## src/rtl/tx_queue_serializer.sv

```systemverilog
// tx_queue_serializer: circular FIFO feeding an LSB-first serializer with optional framing and inter-word gap
module tx_queue_serializer #(
  parameter int DATA_W = 8,
  parameter int DEPTH  = 16,
  parameter int FRAME  = 0,
  parameter int GAP    = 3
) (
  input  logic                       clk,
  input  logic                       reset,
  input  logic [DATA_W-1:0]          datain,
  input  logic                       en,
  output logic                       txd,
  output logic                       tbusy,
  output logic                       tfin,
  output logic                       tbnfout,
  output logic                       tbeout,
  output logic [$clog2(DEPTH+1)-1:0] countout,
  output logic                       ovf
);
  localparam int PW = $clog2(DEPTH);
  localparam int CW = $clog2(DEPTH + 1);
  localparam int BW = $clog2(DATA_W + 1);
  localparam int GW = $clog2(GAP + 2);
  typedef enum logic [1:0] {IDLE, START, DATA, STOP} state_t;
  state_t            state_q, state_d;
  logic [DATA_W-1:0] mem_q [DEPTH];
  logic [DATA_W-1:0] sr_q, sr_d;
  logic [BW-1:0]     bit_q, bit_d;
  logic [GW-1:0]     gap_q, gap_d;
  logic [PW-1:0]     rd_q, rd_d, wr_q, wr_d;
  logic [CW-1:0]     count_q, count_d;
  logic              ovf_q, ovf_d, tfin_q, tfin_d;
  logic              pop, push;
  assign push     = en && (count_q != CW'(DEPTH) || pop);
  assign wr_d     = push ? (wr_q == PW'(DEPTH - 1) ? '0 : wr_q + PW'(1)) : wr_q;
  assign rd_d     = pop ? (rd_q == PW'(DEPTH - 1) ? '0 : rd_q + PW'(1)) : rd_q;
  assign count_d  = count_q + CW'(push) - CW'(pop);
  assign ovf_d    = ovf_q | (en & ~push);
  assign txd      = state_q == DATA ? sr_q[0] : state_q != START;
  assign tbusy    = state_q != IDLE;
  assign tfin     = tfin_q;
  assign tbnfout  = count_q != CW'(DEPTH);
  assign tbeout   = count_q == '0;
  assign countout = count_q;
  assign ovf      = ovf_q;
  // transmit sequencing: launch from the FIFO head, shift, frame, then restart the gap
  always_comb begin
    state_d = state_q;
    sr_d    = sr_q;
    bit_d   = bit_q;
    gap_d   = (state_q == IDLE && gap_q != GW'(GAP)) ? gap_q + GW'(1) : gap_q;
    tfin_d  = 1'b0;
    pop     = 1'b0;
    case (state_q)
      IDLE: if (count_q != '0 && gap_q == GW'(GAP)) begin
        pop     = 1'b1;
        sr_d    = mem_q[rd_q];
        bit_d   = '0;
        state_d = FRAME != 0 ? START : DATA;
      end
      START: state_d = DATA;
      DATA: begin
        sr_d  = sr_q >> 1;
        bit_d = bit_q + BW'(1);
        if (bit_q == BW'(DATA_W - 1)) begin
          state_d = FRAME != 0 ? STOP : IDLE;
          tfin_d  = FRAME == 0;
          gap_d   = FRAME != 0 ? gap_q : '0;
        end
      end
      default: begin
        state_d = IDLE;
        tfin_d  = 1'b1;
        gap_d   = '0;
      end
    endcase
  end
  // control and queue state; reset aborts any word and flushes the FIFO
  always_ff @(posedge clk) begin
    if (reset) begin
      state_q <= IDLE;
      sr_q    <= '0;
      bit_q   <= '0;
      gap_q   <= GW'(GAP);
      rd_q    <= '0;
      wr_q    <= '0;
      count_q <= '0;
      ovf_q   <= 1'b0;
      tfin_q  <= 1'b0;
    end else begin
      state_q <= state_d;
      sr_q    <= sr_d;
      bit_q   <= bit_d;
      gap_q   <= gap_d;
      rd_q    <= rd_d;
      wr_q    <= wr_d;
      count_q <= count_d;
      ovf_q   <= ovf_d;
      tfin_q  <= tfin_d;
    end
  end
  // FIFO storage needs no reset since the pointers define validity
  always_ff @(posedge clk) begin
    if (push) mem_q[wr_q] <= datain;
  end
endmodule
```

## config.mk

```make
export PLATFORM = sky130hd
export DESIGN_NAME = tx_queue_serializer
export DESIGN_NICKNAME = d
export VERILOG_FILES = /design/src/rtl/tx_queue_serializer.sv
export SDC_FILE = /design/constraint.sdc
export NUM_CORES = 1
export LEC_CHECK = 0
export CORE_MARGIN = 2
export CORE_UTILIZATION = 50
export CTS_BUF_LIST = sky130_fd_sc_hd__clkbuf_2 sky130_fd_sc_hd__clkbuf_4 sky130_fd_sc_hd__clkbuf_8
export DETAILED_ROUTE_END_ITERATION = 10
export GPL_TIMING_DRIVEN = 0
export HOLD_SLACK_MARGIN = 0.12
export PLACE_DENSITY_LB_ADDON = 0.08
export SYNTH_ARGS = -nofsm -noshare
export SYNTH_HDL_FRONTEND = slang
export SYNTH_SLANG_ARGS = --single-unit
```

## constraint.sdc

```tcl
create_clock -name clk -period 3.58 [get_ports clk]
set_clock_uncertainty 0.2 [all_clocks]
set_input_delay 0.537 -clock clk [delete_from_list [all_inputs] [get_ports clk]]
set_output_delay 0.537 -clock clk [all_outputs]
set_load 0.02 [all_outputs]
```

# Yosys cells after proc, flatten, opt, wreduce, memory -nomap -nowiden
# Memories as Yosys holds them, arrays and structs flattened. A register that Yosys moved wholly into a read port is not among the register bits.
# Index checks and enable logic that the tools add are counted.
# classes
add_sub_neg	6
eq_ne	11
mux	21
n_bitwise	3
n_reduce_logical	12
# op_table
cell	count
$mux W4	5
$pmux W8 S2	1
$add A4 B1 Y4 const B	3
$eq A4 B4 Y1 const B	2
$mux W8	1
$pmux W4 S2	1
$mux W1	6
$mux W3	2
$ne A2 B1 Y1 const B	3
$pmux W2 S3	1
$pmux W3 S2	1
$add A5 B1 Y5	1
$logic_not A5 Y1	1
$ne A5 B5 Y1 const B	1
$reduce_bool A5 Y1	1
$sub A5 B1 Y5	1
$eq A4 B3 Y1 const B	1
$mux W2	2
$reduce_and A2 Y1	2
$reduce_bool A2 Y1	2
$add A3 B1 Y3 const B	1
$eq A3 B2 Y1 const B	1
$logic_and A1 B1 Y1	3
$ne A3 B2 Y1 const B	1
9 further kinds	9
# word_totals
regBits	32
mem_bits_rw	128
inputBits	11
output_inout_bits	11
word_cells	63
n_memories	1
# memory_table
name	depth	word_bits	read_ports	rd_ports_with_merged_regs	wr	line_no	rtl
mem_q	16	8	1	1	1	26	logic [DATA_W-1:0] mem_q [DEPTH];

# Logic depth before layout (Yosys ltp)
# Gate-level depths: netlist of run 1.
# logic_depth
word_depth	9
ltp_mapped	15
depth_no_buf	14

# Worst setup path before layout of run 1
# No wires, ideal clock.
# synth_path
path_kind	register to register
startpoint	register count_q[3], in the netlist countout[3]
endpoint	register count_q[4], in the netlist countout[4]
setup_ns	0.131
t_arrival_ns	2.726
required_time_ns	3.249
path_slack_ns	0.522
stages_incl_launch_ff	16
path_buffers	1
period_less_slack_ns	3.058
path_cell_list	dfxtp_1 -> inv_1 -> ha_1 -> or4b_4 -> nand2_2 -> inv_2 -> buf_2 -> ha_1 -> inv_1 -> ha_1 -> inv_1 -> fa_1 -> nor2b_1 -> o21bai_1 -> a21oi_1 -> nor3b_1
# synth_between
elab_chain_len	8
elab_cells_between_ends	9
cone_classes	add/sub: 2; eq/ne: 1; mux: 2; reduce/logical: 4
# synth_rtl
item	line_no	rtl
start: declaration	31	logic [CW-1:0] count_q, count_d;
start signal: assignment	97	count_q <= count_d;
$reduce_bool A5 Y1	55	IDLE: if (count_q != '0 && gap_q == GW'(GAP)) begin
$logic_and A1 B1 Y1	55	
$mux W1	55	
$mux W1	54	case (state_q)
$logic_or A1 B1 Y1	34	assign push = en && (count_q != CW'(DEPTH) || pop);
$logic_and A1 B1 Y1	34	
$add A5 B1 Y5	37	assign count_d = count_q + CW'(push) - CW'(pop);
$sub A5 B1 Y5 *	37	
# Mark *: on every way between the ends. The rest lies on a longest branch, timed or not.
# A chain may end at the register's enable or synchronous reset.

# Worst setup path in the final report of run 1
# Same ends and word-level chain as after synthesis.

==> results.md, run 1 <==
* Status: completed
* Post-synthesis sequential area ratio at 0.694
* Worst Hold End: ovf
* Initial cell density of the core at 0.515
* PortBufs at 21
* Kind of end point of the critical path: flop
* Final hold vios at 0
* Worst slew pin tran at around 1.0 ns
* First-pass DRT Iterations at 4
* Clk slew on worst S/H paths at 0.07 ns
* TritonCTS clock tree: built
* Minimum clock period at around 3.3 ns
* Vias in the first global route at 3,642
* Max_slew headroom at 0.328
* Synth unique cells at 45
* Share of cells above drive strength 1 at 0.203
* Final setup TNS at 0 ns
* Crit-path cells: inv_1, ha_1, or4b_4, nand2_2, inv_2, buf_2, ha_1, inv_1, ha_1, inv_1, fa_1, nor2b_1, o21bai_1, a21oi_1, nor3b_1
* Ys flop type: edfxtp_1
* Max-cap violations at 0
* RSZ-0062 raised after global routing: false
* P_leak at ~2.5 nW
* Max-slew violations at 0
* Post-synth EDFFs at 128
* Period utilisation layout at 0.924
* DIE HEIGHT at approximately 120 um
* Gates resized, CTS repair at 0
* Crit path kind: flop to flop
* GP Congestion at 0.831
* Routed Antenna Nets at 0
* HPWL after DPL at about 8.5 mm
* Crit path launch type: flop
* Cells after synthesis at between 300 and 400
* Hold WC Path Type: flop to flop
* Grt total ovfl at 0
* Reg area at 4540 um^2
* Final net count at approximately 460
* First-pass GRT wire length at ~20 mm
* Syn nets at between 400 and 500
* Peak supply drop at 0.308 mV
* Die width at roughly 120 um
* Vias per cell at roughly 5.6
* Number of post-CTS setup repair buffers at 0
* Most common cell after layout, fill and taps aside: edfxtp_1
* Syn Area/Cell at 16.6 um^2
* R2R Path Start: countout[3]
* Critical path's largest stage delay at between 0.5 and 0.6 ns
* Number of remaining DRC errors at 0
* Synth warnings at 0
* R2R Path End: countout[4]
* Worst Hold Depth at 2
* Setup ws final at 0.272 ns
* Hold_sp: ovf
* PwrDens at 650 nW/um^2
* CTS Hold Buffers Added at 0
* Critical path data arrival time at approximately 3.4 ns
* Num CTS Buffers at 17
* FF-to-FF path depth at 15
* DRT iter0 DRCs at 216
* Largest net degree at the start of global routing at 17
* Clock Tree Buf Depth at 2
* Initial antenna violation count at 0
* Mapped Area at about 6500 um^2
* Total core area at about 13,000 um^2
* Fillers at roughly 1,000
* Multi-input logic area at about 1900 um^2
* Worst-path maximum fanout at 10
* Clock net sink count at 163
* Overall routed net length at 12.9 mm
* # diodes at 0
* Max Freq at about 300 MHz
* Most frequent cells in the layout: 128 x edfxtp_1, 35 x dfxtp_1, 30 x mux4_2
* # H-tree levels at 4
* CTS Root Cell: clkbuf_8
* Number of synthesized register bits at roughly 160
* Die ar. at roughly 14,000 um^2
* Slowest CP cell: or4b_4
* GRT Util Overall at 0.200
* Synth async-reset ratio at 0
* Vias at roughly 3,400
* Cell family with most CP delay: adder cells
* Critical Path RT at roughly 3.7 ns
* Clock Latency Late Sink at 0.45 ns
* FP Rows at 41
* Critical Path Stages at 15
* Area grow syn2layout at 13.2%
* Final setup viols at 0
* Avg WL per Cell at 20.8 um
* WP buf/inv at 5
* Place WS at 0.267 ns
* Reg2reg setup slack at roughly 0.27 ns
* # IOs at 22
[metrics by stage]
stage | cell area (um^2) | hold slack, ns | utilization | total power (W) | instances
global route | 7410 | 0.330 | 0.582 | 0.00506 | 621
CTS | 7390 | 0.285 | 0.581 | 0.00486 | 621
finish | 7410 | 0.279 | 0.582 | 0.00482 | 621
global placement | 6970 | 0.247 | 0.548 | 0.00348 | 587
floorplan | 6550 | 0.268 | - | 0.00313 | 394
detailed placement | 6990 | 0.268 | 0.549 | 0.00351 | 589
[power by group]
part           total [W]  internal [W]  leakage (nW)  switching, W
Sequential       0.00225       0.00217          1.44     0.0000769
Clock            0.00136      0.000703         0.199      0.000658
Combinational    0.00121      0.000538         0.818      0.000668
Total            0.00482       0.00342          2.46       0.00140
[worst max-delay path by stage]
stage / startpoint / to / slack, ns
after floorplan: countout[3] / countout[4] / 0.52
after global placement: en / mem_q[15][6] / 0.26
after detailed placement: countout[2] / countout[4] / 0.27
after CTS: countout[2] / countout[4] / 0.24
after global routing: gap_q[0] / countout[4] / 0.009
final: countout[3] / countout[4] / 0.27
[worst reg2reg max path, delay by kind of cell, from the launching register on]
kind | cells | cell delay, ns
adder cells (fa/ha/maj) | 4 | 0.99
AO/OA/AOI/OAI | 2 | 0.25
buffers and inverters | 5 | 0.48
AND/OR/NAND/NOR | 4 | 0.93
flip-flops | 1 | 0.33
[logic make-up after synthesis]
kind of cell    share of synthesized area
xor+xnor                          0.00936
simple gates                       0.0533
compound gates                     0.0445
mux                                 0.144
flops                               0.694
fa+ha+maj                          0.0298
buf+inv                            0.0245
[cell usage after synthesis (2+ instances only)]
cell type  number  area [um^2]
nor2b_1         3         18.8
a21oi_1        13         65.1
and2_1          2         12.5
buf_2           8         40.0
and3_1          2         12.5
a31oi_1         2         12.5
buf_4           3         22.5
inv_2           2         7.51
nand2_1        16         60.1
o21ai_0        10         50.1
clkbuf_1        7         26.3
nand3_1         4         20.0
o211ai_1        3         22.5
mux4_2         30          676
ha_1           14          175
nor2_1         23         86.3
inv_1          16         60.1
xnor2_1         4         35.0
nand2b_1        2         12.5
xor2_1          3         26.3
nor3_1         10         50.1
edfxtp_1      128         3840
mux2i_1        18          180
mux2_2          8         90.1
a2111oi_0       2         17.5
dfxtp_1        35          701
o31ai_1         2         15.0
a221oi_1        7         61.3
[layer usage]
layer / global-route usage / part of all wire / wire length (um) / vias to the layer above
li1: - / - / - / 1605
met1: 0.253 / 0.43 / 5570 / 1726
met2: 0.331 / 0.49 / 6370 / 92
met3: 0.0449 / 0.048 / 616 / 24
met4: 0.0908 / 0.027 / 348 / 0
met5: 0 / 0 / 0 / -
[registers in the layout, summed over array words and instances (netlist names), named ones only]
name / count
wr_q: 4
rd_q: 4
state_q: 1
tfin: 1
bit_q: 4
ovf: 1
countout: 5
gap_q: 3
sr_q: 8
mem_q: 128
[layout make-up]
type / count / area share
clock buffer: 19 / 0.0336
clock inverter: 13 / 0.0213
sequential: 163 / 0.613
buffer: 19 / 0.0125
tap: 172 / 0.0290
timing repair buffer: 23 / 0.0297
inverter: 18 / 0.00912
multi-input combinational: 194 / 0.251
Power figures use the tool's default switching activity.
==> run 2: changes to the inputs <==
- CTS_CLUSTER_SIZE: unset -> 28
==> results of run 2 <==
The final DEF is identical to that of run 1; final timing and power are the same.
